File: src/rtl/serial_adder_pkg.sv
// Shared definitions for the bit-serial adder.
//   state_t : FSM state encoding (2'd3 is unused and recovers to IDLE)
package serial_adder_pkg;

  typedef enum logic [1:0] {
    IDLE = 2'd0,
    RUN  = 2'd1,
    DONE = 2'd2
  } state_t;

endpackage

File: src/rtl/serial_adder_full_adder.sv
// One-bit gate-level full adder used as the serial bit cell.
// Ports:
//   a, b, c : operand bits and carry-in
//   sum     : a ^ b ^ c
//   carry   : carry-out
module full_adder (
  input  logic a,
  input  logic b,
  input  logic c,
  output logic sum,
  output logic carry
);

  logic w_axb;

  assign w_axb = a ^ b;
  assign sum   = w_axb ^ c;
  assign carry = (a & b) | (c & w_axb);

endmodule

File: src/rtl/serial_adder.sv
// Bit-serial WIDTH-bit adder: captures two operands and a carry-in, then
// adds one bit pair per clock, LSB first, through a single full_adder cell.
// Ports:
//   clk, rst_n        : clock, async active-low reset
//   start             : load request, honoured only in IDLE
//   a_in, b_in, cin   : operands and carry-in, captured on accepted start
//   busy              : high while in RUN
//   done              : one-cycle pulse, sum_out/cout valid
//   sum_out, cout     : registered result, held until the next result
//
// state | meaning
// IDLE  | waiting for start
// RUN   | one bit pair summed per cycle, WIDTH cycles
// DONE  | result presented, done pulsed for one cycle
module serial_adder
  import serial_adder_pkg::*;
#(
  parameter int WIDTH = 8,
  parameter int CNT_W = $clog2(WIDTH + 1)
) (
  input  logic             clk,
  input  logic             rst_n,
  input  logic             start,
  input  logic [WIDTH-1:0] a_in,
  input  logic [WIDTH-1:0] b_in,
  input  logic             cin,
  output logic             busy,
  output logic             done,
  output logic [WIDTH-1:0] sum_out,
  output logic             cout
);

  state_t             r_state;
  state_t             w_state_nxt;
  logic [WIDTH-1:0]   r_a_sh;
  logic [WIDTH-1:0]   r_b_sh;
  logic [WIDTH-1:0]   r_s_sh;
  logic               r_c;
  logic [CNT_W-1:0]   r_cnt;
  logic [WIDTH-1:0]   r_sum_out;
  logic               r_cout;
  logic               w_sum;
  logic               w_carry;
  logic               w_last;
  logic [WIDTH-1:0]   w_s_next;

  full_adder u_fa (
    .a     (r_a_sh[0]),
    .b     (r_b_sh[0]),
    .c     (r_c),
    .sum   (w_sum),
    .carry (w_carry)
  );

  assign w_last   = (r_cnt == CNT_W'(WIDTH - 1));
  assign w_s_next = {w_sum, r_s_sh[WIDTH-1:1]};

  always_comb begin
    w_state_nxt = r_state;
    case (r_state)
      IDLE:    if (start) w_state_nxt = RUN;
      RUN:     if (w_last) w_state_nxt = DONE;
      DONE:    w_state_nxt = IDLE;
      default: w_state_nxt = IDLE;
    endcase
  end

  always_ff @(posedge clk or negedge rst_n) begin
    if (!rst_n) begin
      r_state   <= IDLE;
      r_a_sh    <= '0;
      r_b_sh    <= '0;
      r_s_sh    <= '0;
      r_c       <= 1'b0;
      r_cnt     <= '0;
      r_sum_out <= '0;
      r_cout    <= 1'b0;
    end else begin
      r_state <= w_state_nxt;
      case (r_state)
        IDLE: begin
          if (start) begin
            r_a_sh <= a_in;
            r_b_sh <= b_in;
            r_c    <= cin;
            r_cnt  <= '0;
          end
        end
        RUN: begin
          r_c    <= w_carry;
          r_s_sh <= w_s_next;
          r_a_sh <= {1'b0, r_a_sh[WIDTH-1:1]};
          r_b_sh <= {1'b0, r_b_sh[WIDTH-1:1]};
          r_cnt  <= r_cnt + CNT_W'(1);
          // Output regs load on the edge entering DONE so the result is
          // already valid in the cycle done is high.
          if (w_last) begin
            r_sum_out <= w_s_next;
            r_cout    <= w_carry;
          end
        end
        default: ;
      endcase
    end
  end

  assign busy    = (r_state == RUN);
  assign done    = (r_state == DONE);
  assign sum_out = r_sum_out;
  assign cout    = r_cout;

endmodule

File: config.mk
export PLATFORM = sky130hd
export DESIGN_NAME = serial_adder
export DESIGN_NICKNAME = d
export VERILOG_FILES = /design/src/rtl/serial_adder_pkg.sv /design/src/rtl/serial_adder_full_adder.sv /design/src/rtl/serial_adder.sv
export SDC_FILE = /design/constraint.sdc
export NUM_CORES = 1
export LEC_CHECK = 0
export ABC_AREA = 1
export BUFFER_PORTS_ARGS = -buffer_cell sky130_fd_sc_hd__buf_4
export CAP_MARGIN = 20
export CORE_ASPECT_RATIO = 1.5
export CORE_MARGIN = 10
export CORE_UTILIZATION = 58
export CTS_CLUSTER_SIZE = 14
export DETAILED_ROUTE_END_ITERATION = 7
export HOLD_SLACK_MARGIN = 0.15
export PLACE_DENSITY = 0.83
export SLEW_MARGIN = 30
export SYNTH_ARGS = -nofsm -noshare
export SYNTH_HDL_FRONTEND = slang
export SYNTH_SLANG_ARGS = --single-unit
File: constraint.sdc
create_clock -name clk -period 2.3 [get_ports clk]
set_clock_uncertainty 0.1 [all_clocks]
set_input_delay 0.23 -clock clk [delete_from_list [all_inputs] [get_ports clk]]
set_output_delay 0.23 -clock clk [all_outputs]
set_load 0.01 [all_outputs]
After elaboration in Yosys (flattened, before gate mapping)
Index checks and enable logic that the tools add are counted.
{ "totals": {"ramBits": 0, "inputBits": 20, "output_inout_bits": 11, "mem_count": 0, "ff_bits": 40, "romBits": 0, "latchBits": 0} }
{ "classes": {"n_eq_ne": 5, "bitwise_logic": 5, "shift": 0, "n_reduce_logical": 5, "n_addsub": 1, "n_div": 0, "mux": 11, "n_mul": 0, "order_cmp": 0} }
{ "ops": {"columns": ["operator", "count"], "rows": [
  ["one-hot mux 8 bit (2 select lines)", 2],
  ["two-way mux 8 bit", 2],
  ["one-hot mux 4 bit (2 select lines)", 1],
  ["AND reduction 2 bit", 3],
  ["adder 4 x 1 -> 4 bit, second input constant", 1],
  ["== test 4 x 3 -> 1 bit, second input constant", 1],
  ["two-way mux 2 bit", 2],
  ["two-way mux 4 bit", 1],
  ["one-hot mux 2 bit (2 select lines)", 1],
  ["AND 1 bit", 2],
  ["== test 2 x 1 -> 1 bit, second input constant", 1],
  ["== test 2 bit, second input constant", 1],
  ["zero test 2 bit", 1],
  ["!= test 2 x 1 -> 1 bit, second input constant", 1],
  ["!= test 2 bit, second input constant", 1],
  ["one-hot mux 1 bit (2 select lines)", 1],
  ["nonzero test 2 bit", 1],
  ["XOR 1 bit", 2],
  ["two-way mux 1 bit", 1],
  ["OR 1 bit", 1]
]} }

Depth between registers and ports, before layout
{ "logic_depth": {"word_depth": 4, "ltp_mapped": 6, "ltp_nobuf": 6} }

Hierarchy
From an unflattened synthesis, not the netlist that was laid out.
{ "unflattened": {"cells_unflattened": 188, "hier_area_um2": 1675.4} }
{ "by_module_without_submodules": {"columns": ["module", "area_per_inst_um2", "n_inst", "cells_each"], "rows": [
  ["serial_adder", 1655.3, 1, 187],
  ["full_adder", 20.0, 1, 1]
]} }

Least setup slack after synthesis
No wires, ideal clock.
{ "synth_path": {"path_kind": "reg2reg", "from": "register r_c", "to": "register r_sum_out[7], in the netlist sum_out[7]", "setup_ns": 0.065, "period_less_slack_ns": 1.216, "path_stages_with_launch": 4, "path_slack_ns": 1.084, "arrival_time_ns": 1.051, "cell_sequence": "dfrtp_1 -> fa_1 -> nand3_1 -> nand2_1"} }
{ "synth_via": {"elab_chain_cells": 1} }
{ "synth_lines": {"columns": ["item", "line", "source"], "rows": [
  ["start: declaration", "serial_adder.sv:38", "logic r_c;"],
  ["start signal: assignment", "serial_adder.sv:85", "r_c <= cin;"],
  ["start signal: assignment", "serial_adder.sv:90", "r_c <= w_carry;"],
  ["XOR 1 bit", "serial_adder_full_adder.sv:17", "assign sum = w_axb ^ c;"],
  ["via u_fa.sum", "serial_adder_full_adder.sv:10", "output logic sum,"],
  ["end signal: assignment", "serial_adder.sv:98", "r_sum_out <= w_s_next;"],
  ["end: declaration", "serial_adder.sv:40", "logic [WIDTH-1:0] r_sum_out;"]
]} }
The timed path passes the listed nets, and every way through them passes these cells.
A chain may end at the register's enable or synchronous reset.

Final worst setup path
{ "layout_path": {"from": "register r_cnt[0]", "to": "register r_sum_out[6], in the netlist sum_out[6]"} }
{ "layout_via": {"elab_chain_cells": 2} }
{ "layout_lines": {"columns": ["item", "line", "source"], "rows": [
  ["start: declaration", "serial_adder.sv:39", "logic [CNT_W-1:0] r_cnt;"],
  ["start signal: assignment", "serial_adder.sv:94", "r_cnt <= r_cnt + CNT_W'(1);"],
  ["== test 4 x 3 -> 1 bit", "serial_adder.sv:55", "assign w_last = (r_cnt == CNT_W'(WIDTH - 1));"],
  ["AND reduction 2 bit (no line)", null, null]
]} }
No other way between the ends.

==> impl_metrics.prom <==
# TYPE chip_impl_metric gauge
chip_impl_metric{name="fp-row-count",unit=""} 24
chip_impl_metric{name="port_buffers",unit=""} 30
chip_impl_metric{name="worst_endpoint_required_time",unit="ps"} 2390
chip_impl_metric{name="final_standard_cell_utilization_of_the_core",unit="%"} 76.5
chip_impl_metric{name="p_leak",unit="nW"} 1.11
chip_impl_metric{name="finalWeightedCongestion",unit=""} 0.780
chip_impl_info{name="critical_path.cell_chain",value="ha_1, nand2_1, nor2_2, nand2_2, nand2_1, nand2_1"} 1
chip_impl_metric{name="report.final.setup_viol",unit=""} 0
chip_impl_metric{name="final.hold.worst_slack",unit="ps"} 344
chip_impl_metric{name="grt_pass1_vias",unit=""} 1454
chip_impl_metric{name="finalWorstPathRequiredPeriod",unit="ps"} 1650
chip_impl_metric{name="final_antenna_diode_count",unit=""} 0
chip_impl_metric{name="finalHoldViolations",unit=""} 0
chip_impl_metric{name="max_h_tree_level",unit=""} 2
chip_impl_info{name="start_kind",value="flip-flop"} 1
chip_impl_info{name="rr_startpoint",value="r_cnt[0]$_DFFE_PN0P_"} 1
chip_impl_metric{name="wp_depth",unit=""} 6
chip_impl_metric{name="critPathArrivalTime",unit="ps"} 1740
chip_impl_metric{name="layout_area_growth_over_synthesis",unit="%"} 28.8
chip_impl_metric{name="maxCapViolCount",unit=""} 0
chip_impl_metric{name="drc",unit=""} 0
chip_impl_metric{name="setup.reg_to_reg.worst_slack",unit="ps"} 650
chip_impl_metric{name="cts.path.max_buffers",unit=""} 2
chip_impl_metric{name="layout.nets",unit=""} 257
chip_impl_metric{name="path_clk_slew",unit="ps"} 70
chip_impl_metric{name="grt_antenna_before_repair",unit=""} 0
chip_impl_metric{name="routed-via-count",unit=""} 1459
chip_impl_metric{name="crit_path_max_fanout",unit=""} 11
chip_impl_metric{name="fmax",unit="GHz"} 0.605
chip_impl_info{name="worst_r2r_endpoint",value="sum_out[6]$_DFFE_PN0P_"} 1
chip_impl_metric{name="die_width",unit="um"} 64.1
chip_impl_metric{name="fillerInstances",unit=""} 196
chip_impl_info{name="clock_tree_from_tritoncts",value="built"} 1
chip_impl_info{name="critical_path.slowest_cell",value="dfrtp_1"} 1
chip_impl_metric{name="drtPass1Iterations",unit=""} 4
chip_impl_metric{name="slew-limit-headroom",unit="%"} 67.9
chip_impl_info{name="timing_worst_setup_path_type",value="flip-flop to flip-flop"} 1
chip_impl_metric{name="synth_cell_types",unit=""} 18
chip_impl_metric{name="critPathBufInv",unit=""} 0
chip_impl_metric{name="reg2reg_depth",unit=""} 6
chip_impl_metric{name="vias_per_cell",unit=""} 5.31
chip_impl_metric{name="synth-seq-cells",unit=""} 39
chip_impl_metric{name="route.final.wire_length",unit="mm"} 3.82
chip_impl_metric{name="die_h",unit="um"} 86.2
chip_impl_info{name="hp-class",value="input pin to async pin"} 1
chip_impl_metric{name="grt_use_total",unit="%"} 14.7
chip_impl_metric{name="postCtsSetupRepairBufs",unit=""} 0
chip_impl_metric{name="p_per_area",unit="nW/um2"} 1200
chip_impl_metric{name="final.setup.tns",unit="ps"} 0
chip_impl_metric{name="floorplan.die_area",unit="um2"} 5530
chip_impl_metric{name="yosysTopAreaCellShare",unit="%"} 57.6
chip_impl_metric{name="cts_sinks",unit=""} 39
chip_impl_metric{name="p_total",unit="mW"} 2.61
chip_impl_metric{name="ir_worst_vdd",unit="mV"} 0.920
chip_impl_metric{name="drv_slew",unit=""} 0
chip_impl_metric{name="share_of_layout_cells_above_drive_strength_1",unit="%"} 19.1
chip_impl_info{name="grt_setup_unrepaired",value="false"} 1
chip_impl_metric{name="critical_path.max_stage_delay",unit="ps"} 430
chip_impl_metric{name="global_route.overflow_total",unit=""} 0
chip_impl_metric{name="global_route_wire_length_before_repair",unit="mm"} 6.60
chip_impl_info{name="end_kind",value="flip-flop"} 1
chip_impl_info{name="cpLargestDelayFamily",value="simple AND/OR/NAND/NOR gates"} 1
chip_impl_info{name="outcome",value="complete, no violations"} 1
chip_impl_metric{name="wl_per_cell",unit="um"} 13.9
chip_impl_metric{name="route.antenna.remaining_nets",unit=""} 0
chip_impl_metric{name="synth_fp_nets",unit=""} 211
chip_impl_metric{name="synth-warning-count",unit=""} 0
chip_impl_metric{name="core",unit="um2"} 2850
chip_impl_info{name="synth_largest_area_cell",value="dfrtp_1"} 1
chip_impl_metric{name="initial_core_utilization",unit="%"} 59.4
chip_impl_info{name="root_buffer",value="clkbuf_8"} 1
chip_impl_info{name="most_used_cell_along_the_critical_path",value="nand2_1"} 1
chip_impl_metric{name="drt_first_iter_violations",unit=""} 44
chip_impl_metric{name="cts_made_buffers",unit=""} 5
chip_impl_metric{name="pin_count",unit=""} 31
chip_impl_metric{name="final_critical_path_share_of_the_clock_period",unit="%"} 71.9
chip_impl_metric{name="synth_area",unit="um2"} 1700
chip_impl_metric{name="dp_hpwl",unit="mm"} 2.47
chip_impl_metric{name="postSynthCellCount",unit=""} 189
chip_impl_metric{name="share_of_synthesized_area_occupied_by_flip_flops_and_latches",unit="%"} 57.6
chip_impl_metric{name="tightestPinTransition",unit="ps"} 481
chip_impl_info{name="post_synth_main_area_contributors",value="dfrtp_1 58%, nand2_1 15%, nand3_1 14%"} 1
chip_impl_metric{name="syn_avg_cell_area",unit="um2"} 8.97
chip_impl_metric{name="grt_max_degree",unit=""} 40
chip_impl_metric{name="insertion_delay",unit="ps"} 290
[cells in the mapped netlist]
library cell and instances:
buf_2 5, buf_4 2, buf_6 3, dfrtp_1 39, fa_1 1, ha_1 1
inv_1 5, inv_2 1, inv_4 1, nand2_1 67, nand2_2 3, nand3_1 47
nand4_1 1, nor2_1 2, nor2_2 1, nor2_4 1, o21ai_0 8, o21bai_1 1
[layout make-up]
| class | instances | area, um2 | area share, % |
|---|---|---|---|
| clock buffer | 8 | 100 | 4.58 |
| inverter | 7 | 28.8 | 1.32 |
| multi-input combinational | 133 | 617 | 28.3 |
| sequential | 39 | 976 | 44.7 |
| tap | 39 | 48.8 | 2.23 |
| timing repair buffer | 49 | 413 | 18.9 |
[sequential cells by signal, indices dropped and copies added (netlist names)]
register  flops
r_a_sh        8
r_s_sh        7
r_b_sh        8
cout          1
r_state       2
sum_out       8
r_c           1
r_cnt         4
[power by group]
| group | switching (mW) | leakage, nW | internal [mW] |
|---|---|---|---|
| Sequential | 0.198 | 0.496 | 0.980 |
| Combinational | 0.554 | 0.563 | 0.380 |
| Clock | 0.227 | 0.0515 | 0.273 |
[stage by stage]
step,setup slack (ps),cell area [um2],std cells
5_1_grt,474,2180,275
3_5_place_dp,655,1900,249
4_1_cts,640,2180,275
2_1_floorplan,1080,1700,189
3_3_place_gp,781,1900,249
6_report,647,2180,275
[what timing repair did]
| item | 4_1_cts | 5_1_grt |
|---|---|---|
| hold endpoints to repair | 56 | 0 |
| gates resized for setup | 0 | 0 |
| hold buffers | 18 | 0 |
| endpoints found under the setup margin | 0 | 0 |
[placed cells by master, fill, tap and decap left out]
cell type,Yosys,layout
inv_1,5,5
buf_4,2,31
clkbuf_1,0,1
clkbuf_8,0,7
nor2_1,2,2
nor2_2,1,1
nand2_2,3,3
nand2_1,67,67
o21bai_1,1,1
ha_1,1,1
fa_1,1,1
nor2_4,1,1
dlygate4sd3_1,0,18
dfrtp_1,39,39
inv_2,1,1
nand3_1,47,47
nand4_1,1,1
inv_4,1,1
o21ai_0,8,8
[cells by family after synthesis]
family	count (synthesis)	synth area share, %
AOI/OAI and AO/OA	9	2.80
DFF	39	57.6
adders and majority gates	2	1.92
buffers and inverters	17	6.05
and+or+nand+nor	122	31.7
[per-layer routing]
metal	wire, um	GRT usage (%)	up-vias
met2	1970	24.7	49
met3	243	4.78	12
met1	1480	16.4	693
li1	-	-	705
met4	127	7.23	0
met5	0	0	-
[worst max path at each step]
stage          slack, ps            startpoint                endpoint
2_1_floorplan       1080       r_c$_DFFE_PN0P_  sum_out[7]$_DFFE_PN0P_
3_3_place_gp         780  r_cnt[0]$_DFFE_PN0P_  sum_out[4]$_DFFE_PN0P_
3_5_place_dp         650  r_cnt[0]$_DFFE_PN0P_  sum_out[6]$_DFFE_PN0P_
4_1_cts              640  r_cnt[0]$_DFFE_PN0P_  sum_out[6]$_DFFE_PN0P_
5_1_grt              470  r_cnt[0]$_DFFE_PN0P_  sum_out[7]$_DFFE_PN0P_
6_report             650  r_cnt[0]$_DFFE_PN0P_  sum_out[6]$_DFFE_PN0P_
Note: power is estimated with default switching activity, not from simulation.
